### src/rtl/mux_nto1_stream_if.sv
// rtl/mux_nto1_stream_if.sv - handshake bundle between N producers, the mux and one consumer
interface mux_nto1_stream_if #(
    parameter int N     = 4,
    parameter int WIDTH = 8
);
    localparam int SEL_W = $clog2(N);

    logic               mode;
    logic [SEL_W-1:0]   sel;
    logic [N*WIDTH-1:0] in_data;
    logic [N-1:0]       in_valid;
    logic [N-1:0]       in_ready;
    logic [WIDTH-1:0]   out_data;
    logic [SEL_W-1:0]   out_ch;
    logic               out_valid;
    logic               out_ready;

    // master: producers plus consumer side (drives inputs, observes outputs)
    modport master (
        output mode, sel, in_data, in_valid, out_ready,
        input  in_ready, out_data, out_ch, out_valid
    );

    modport slave (
        input  mode, sel, in_data, in_valid, out_ready,
        output in_ready, out_data, out_ch, out_valid
    );
endinterface

### src/rtl/mux_nto1_stream.sv
// rtl/mux_nto1_stream.sv - N:1 stream mux, explicit-select or round-robin, registered output
module mux_nto1_stream #(
    parameter int WIDTH = 8,
    parameter int N     = 4
) (
    input  logic               clk,
    input  logic               rst,
    mux_nto1_stream_if.slave   bus
);
    localparam int SEL_W = $clog2(N);

    logic [WIDTH-1:0] out_data_q, out_data_d;
    logic [SEL_W-1:0] out_ch_q,   out_ch_d;
    logic             out_valid_q, out_valid_d;
    logic [SEL_W-1:0] ptr_q,      ptr_d;

    logic             load_en;
    logic             grant_valid;
    logic [SEL_W-1:0] grant;

    assign load_en = !out_valid_q || bus.out_ready;

    // Round-robin scan starts at ptr and wraps mod N; first valid channel wins.
    always_comb begin
        int idx;
        grant_valid = 1'b0;
        grant       = '0;
        idx         = 0;
        if (!bus.mode) begin
            if (32'(bus.sel) < N) begin
                grant_valid = bus.in_valid[bus.sel];
                grant       = bus.sel;
            end
        end else begin
            for (int k = 0; k < N; k++) begin
                idx = int'(ptr_q) + k;
                if (idx >= N) idx = idx - N;
                if (!grant_valid && bus.in_valid[idx]) begin
                    grant_valid = 1'b1;
                    grant       = idx[SEL_W-1:0];
                end
            end
        end
    end

    always_comb begin
        bus.in_ready = '0;
        for (int i = 0; i < N; i++) begin
            bus.in_ready[i] = !rst && load_en && grant_valid && (32'(grant) == i);
        end
    end

    always_comb begin
        int nxt;
        out_data_d  = out_data_q;
        out_ch_d    = out_ch_q;
        out_valid_d = out_valid_q;
        ptr_d       = ptr_q;
        nxt         = int'(grant) + 1;
        if (nxt >= N) nxt = 0;
        if (load_en) begin
            out_valid_d = grant_valid;
            if (grant_valid) begin
                out_data_d = bus.in_data[int'(grant)*WIDTH +: WIDTH];
                out_ch_d   = grant;
                if (bus.mode) ptr_d = nxt[SEL_W-1:0];
            end
        end
    end

    always_ff @(posedge clk or posedge rst) begin
        if (rst) begin
            out_data_q  <= '0;
            out_ch_q    <= '0;
            out_valid_q <= 1'b0;
            ptr_q       <= '0;
        end else begin
            out_data_q  <= out_data_d;
            out_ch_q    <= out_ch_d;
            out_valid_q <= out_valid_d;
            ptr_q       <= ptr_d;
        end
    end

    assign bus.out_data  = out_data_q;
    assign bus.out_ch    = out_ch_q;
    assign bus.out_valid = out_valid_q;
endmodule

### src/flat_wrapper.sv
// flat-port wrapper written by rule: the top's interface ports become plain ports
module mux_nto1_stream_flat 
#(
    parameter int WIDTH = 8,
    parameter int N     = 4
)
  (clk, rst, bus_mode, bus_sel, bus_in_data, bus_in_valid, bus_out_ready, bus_in_ready, bus_out_data, bus_out_ch, bus_out_valid);
  mux_nto1_stream_if #(.N(N), .WIDTH(WIDTH)) bus_i ();
  input  logic clk;
  input  logic rst;
  input wire logic [$bits(bus_i.mode)-1:0] bus_mode;
  input wire logic [$bits(bus_i.sel)-1:0] bus_sel;
  input wire logic [$bits(bus_i.in_data)-1:0] bus_in_data;
  input wire logic [$bits(bus_i.in_valid)-1:0] bus_in_valid;
  input wire logic [$bits(bus_i.out_ready)-1:0] bus_out_ready;
  output wire logic [$bits(bus_i.in_ready)-1:0] bus_in_ready;
  output wire logic [$bits(bus_i.out_data)-1:0] bus_out_data;
  output wire logic [$bits(bus_i.out_ch)-1:0] bus_out_ch;
  output wire logic [$bits(bus_i.out_valid)-1:0] bus_out_valid;
  assign bus_i.mode = bus_mode;
  assign bus_i.sel = bus_sel;
  assign bus_i.in_data = bus_in_data;
  assign bus_i.in_valid = bus_in_valid;
  assign bus_i.out_ready = bus_out_ready;
  assign bus_in_ready = bus_i.in_ready;
  assign bus_out_data = bus_i.out_data;
  assign bus_out_ch = bus_i.out_ch;
  assign bus_out_valid = bus_i.out_valid;
  mux_nto1_stream #(.WIDTH(WIDTH), .N(N)) u_core (.clk(clk), .rst(rst), .bus(bus_i));
endmodule
### config.mk
export PLATFORM = sky130hd
export DESIGN_NAME = mux_nto1_stream_flat
export DESIGN_NICKNAME = d
export VERILOG_FILES = /design/src/rtl/mux_nto1_stream_if.sv /design/src/rtl/mux_nto1_stream.sv /design/src/flat_wrapper.sv
export SDC_FILE = /design/constraint.sdc
export NUM_CORES = 1
export LEC_CHECK = 0
export CORE_MARGIN = 10
export CORE_UTILIZATION = 38
export DETAILED_ROUTE_END_ITERATION = 10
export PLACE_DENSITY = 0.87
export SLEW_MARGIN = 20
export SYNTH_ARGS = -nofsm -noshare
export SYNTH_HDL_FRONTEND = slang
export SYNTH_SLANG_ARGS = --single-unit
### constraint.sdc
create_clock -name clk -period 1.8 [get_ports clk]
set_input_delay 0.27 -clock clk [delete_from_list [all_inputs] [get_ports clk]]
set_output_delay 0.27 -clock clk [all_outputs]
set_load 0.01 [all_outputs]
### Word level (Yosys, flattened, before mapping)

Cells that the tools add are included.

* multiplexer cells: 36
* equal/unequal tests: 3
* add/sub/neg operators: 8
* reductions and logical operators: 18
* shifts and indexed selects: 1
* magnitude comparators: 10

Operator list (number)
* two-way mux 32 bit: 8
* < comparator 32 x 4 -> 1 bit (second input constant): 4
* >= comparator 32 x 4 -> 1 bit (second input constant): 3
* subtractor 32 x 4 -> 32 bit (second input constant): 3
* variable part select 32 x 6 -> 8 bit: 1
* two-way mux 1 bit: 17
* two-way mux 2 bit: 6
* binary-select mux 1 bit (select 2 bit): 5
* logical AND 1 bit: 9
* adder 2 x 1 -> 3 bit (second input constant): 2
* adder 2 x 2 -> 3 bit (second input constant): 2
* zero test 1 bit: 5
* == test 2 bit (second input constant): 2
* subtractor 2 x 3 -> 4 bit (second input constant): 1
* >= comparator 2 x 3 -> 1 bit (second input constant): 1
* >= comparator 3 bit (second input constant): 1
* < comparator 2 x 3 -> 1 bit (second input constant): 1
* AND reduction 3 bit: 1
* == test 2 x 1 -> 1 bit (second input constant): 1
* zero test 2 bit: 1
* AND reduction 2 bit: 1
* logical OR 1 bit: 1

* input bits: 42
* output and inout port bits: 15
* word-level logic and storage cells: 80
* register bits: 13

### Depth between registers and ports, before layout

* depth in word-level cells: 23
* depth in mapped cells: 7

### Worst setup path after synthesis

Ideal clock, no wire load.

* path type: register -> output
* from: reg u_core.ptr_q[1]
* to: out bus_in_ready[2]
* cell stages (with the launch flop): 8
* arrival time: 1.540 ns
* path slack: -0.010 ns
* data required time: 1.530 ns
* buffers on the path: 0
* path through: dfrtp_1 -> a21oi_1 -> o21a_1 -> o221a_2 -> nor2_1 -> inv_1 -> ha_1 -> and3_1

* word-level cells in the longest chain between the ends: 22
* elaborated cells on any way between the ends: 53
* classes of those cells: add/sub: 7; order compare: 4; eq/ne: 1; mux: 33; reduce/logical: 8

Ends and longest elaborated chain
* start, declared: RTL line mux_nto1_stream.sv:15 `logic [SEL_W-1:0] ptr_q, ptr_d;`
* start signal, assigned: RTL line mux_nto1_stream.sv:81 `ptr_q <= ptr_d;`
* branches (longest 21 deep; another with subtractor 32 x 4 -> 32 bit)
* logical AND 1 bit (*): RTL line mux_nto1_stream.sv:49 `bus.in_ready[i] = !rst && load_en && grant_valid && (32'(grant) == i);`
* end, declared: RTL line flat_wrapper.sv:16 `output wire logic [$bits(bus_i.in_ready)-1:0] bus_in_ready;`

Mark *: on every way between the ends. The select of a mux whose other input is x is not followed.

### Worst setup path in the final report

* from: reg u_core.ptr_q[1]
* to: out bus_in_ready[1]

* word-level cells in the longest chain between the ends: 22
* elaborated cells on any way between the ends: 53
* classes of those cells: add/sub: 7; order compare: 4; eq/ne: 1; mux: 33; reduce/logical: 8

Ends and longest elaborated chain (RTL line)
* branches (longest 21 deep; another with subtractor 32 x 4 -> 32 bit)
* logical AND 1 bit (*): mux_nto1_stream.sv:49

Marks and branches as above.

==> impl_metrics.toml <==
[synthesis]
syn_area_um2 = 1300
syn_area_per_cell_um2 = 8.90
ys_top_cells_by_count = "mux2i_1 (30), dfrtp_1 (13), nand2_1 (11), nor2_1 (11), o21ai_0 (11)"
synth_area_leaders = "dfrtp_1 (25%), mux2i_1 (23%), a32o_1 (6.2%)"
synthFlopType = "dfrtp_1"
synth_nets = 189
syn_inst = 146
synthArstFlopShare = 1.00
synth-seq-cells = 13
synth_warnings = 0
synth_top_area_share = 0.250
yosysMostFrequentCell = "mux2i_1"
ys_types = 35
ys_seq_area_frac = 0.250
yosysTopAreaCell = "dfrtp_1"
synth_edf_count = 0

[cells_and_area]
nets = 274
drive_gt1_frac = 0.304
n_fill_cell = 289
stdcell_area_um2 = 2210
diodes = 0
syn2layout_area_growth_pct = 70.3

[clocking]
cts.sinks = 13
cts_max_level = 1
insertion_delay_ps = 290
cts_made_buffers = 3
cts_tree = "built"
cts.reportedPaths.clkPinSlew_ps = 80
cts_root_buf = "clkbuf_4"
cts.path.max_buffers = 2

[routing]
vias_per_cell = 5.45
dr_total_vias = 1505
wl_mm = 4.60
drc_errors = 0
drt_iter0_markers = 133
firstDrtPassIters = 4
ant_nets = 0
wl_per_cell_um = 16.7

[placement]
dpl_cell_area_um2 = 2100
post-place-ws_ps = -882
hpwlAfterDp_mm = 3.47
port_buffers = 56
gp_congestion = 0.836

[timing]
hold_ws_ps = 356
drv_slew = 0
rsz0062_at_grt = "true"
setup-tns-final_ps = -1360
finClkSkew_ps = 1.94
min_period_ps = 2140
hold_violations = 0
max_slew_margin = 0.638
tightest_slew_ps = 541
fin_crit_sh = 1.19
max_freq_mhz = 467
setup_violations = 10
fin_ws_ps = -340

[setup_path]
cp_cell_sequence = "mux2i_2 -> o22ai_2 -> nor3_4 -> buf_4 -> o211ai_1 -> nor2_1 -> buf_2"
cpLargestDelayFamily = "flip-flops"
path_class = "reg -> out"
critical_path.max_stage_delay_ps = 440
critical_path_arrival_ps = 1870
required_ps = 1530
crit_buf_inv = 2
critPathLaunchType = "flop"
cp_max_fo = 5
endpoint_kind = "output port"
crit_slowest_cell = "dfrtp_2"

[grt]
grt_overflow_total = 0
grt_max_degree = 18
grt_antenna_before_repair = 0
track_usage = 0.149
grt_pass1_vias = 1639
grt_pass1_wl_mm = 7.76

[run_status]
violations = "setup timing"
status = "finished, violations left"

[power]
peakVddDrop_uv = 475
leakagePower_nw = 0.968
powerDensity_nw_per_um2 = 701

[hold_path]
hp-class = "in -> async"

[die]
die_width_um = 78.5
die_area_um2 = 6160
rows = 21
io_pins = 57
start_util = 0.393
die_y_um = 78.5
core_um2 = 3310

[job]
cap_violations = 0
sequential cells by signal, indices dropped and copies added (netlist names):
register / flops
u_core.bus.out_data: 8
u_core.bus.out_ch: 2
u_core.bus.out_valid: 1
u_core.ptr_q: 2
area by class of cell:
class | instances | area, um^2 | share of cell area
Multi-Input combinational cell | 120 | 1000 | 0.454
Inverter | 4 | 15.0 | 0.00678
Clock buffer | 4 | 26.3 | 0.0119
Timing Repair Buffer | 89 | 783 | 0.354
Sequential cell | 13 | 327 | 0.148
Tap cell | 46 | 57.6 | 0.0260
logic make-up after synthesis:
family | share of synthesized area
fa+ha+maj | 0.00962
mux | 0.248
simple gates | 0.167
compound gates | 0.262
flops | 0.250
buf+inv | 0.0635
stage by stage:
step / instances / util / total power (W)
2_1_floorplan: 146 / - / 0.000834
3_3_place_gp: 269 / 0.634 / 0.00127
3_5_place_dp: 269 / 0.634 / 0.00128
4_1_cts: 276 / 0.665 / 0.00154
5_1_grt: 276 / 0.669 / 0.00166
6_report: 276 / 0.669 / 0.00155
cells in the final DEF (no fill, tap or decap), types with 3 or more instances in the layout:
master / netlist / layout
a21oi_1: 6 / 6
a221oi_2: 1 / 8
a32o_1: 8 / 8
buf_2: 3 / 8
buf_4: 0 / 31
clkbuf_4: 0 / 3
clkdlybuf4s50_1: 0 / 45
dfrtp_1: 13 / 12
inv_1: 4 / 4
mux2i_1: 30 / 29
nand2_1: 11 / 11
nand3_1: 8 / 8
nor2_1: 11 / 8
nor2_4: 0 / 3
nor2b_1: 3 / 3
o21ai_0: 11 / 11
timing repair:
action | CTS | global route
gates cloned | 0 | 0
endpoints found under the hold margin | 0 | 0
hold buffers | 0 | 0
pin swaps | 9 | 2
setup buffers | 3 | 0
setup endpoints to repair | 13 | 13
gates resized for setup | 60 | 2
worst paths after layout:
check / cells past startpoint / from / to / slack (ps)
min: 3 / rst / u_core.bus.out_valid$_DFFE_PP0N_ / 360
min reg2reg: 2 / u_core.bus.out_ch[0]$_DFFE_PP0P_ / u_core.bus.out_ch[0]$_DFFE_PP0P_ / 540
max reg2reg: 6 / u_core.ptr_q[1]$_DFFE_PP0P_ / u_core.bus.out_data[7]$_DFFE_PP0P_ / -30
max in group asynchronous: 3 / rst / u_core.ptr_q[1]$_DFFE_PP0P_ / 1230
min in group clk: 3 / bus_in_valid[2] / u_core.bus.out_valid$_DFFE_PP0N_ / 420
max: 7 / u_core.ptr_q[1]$_DFFE_PP0P_ / bus_in_ready[1] / -340
layer usage:
metal	track usage	share of wire	up-vias
li1	-	-	733
met1	0.174	0.44	722
met2	0.263	0.50	44
met3	0.0319	0.050	6
met4	0.0448	0.013	0
met5	0	0	-
tightest hold or removal path, cell delays in order:
cell	delay, ps
clkdlybuf4s50_1	400
inv_1	160
buf_4	140
power by group:
| group | switching [W] | total, W | internal (W) |
|---|---|---|---|
| logic | 0.000417 | 0.000936 | 0.000520 |
| registers | 0.0000551 | 0.000425 | 0.000370 |
| clock network | 0.000105 | 0.000191 | 0.0000863 |
No activity file was read; power rests on OpenSTA's default activity.
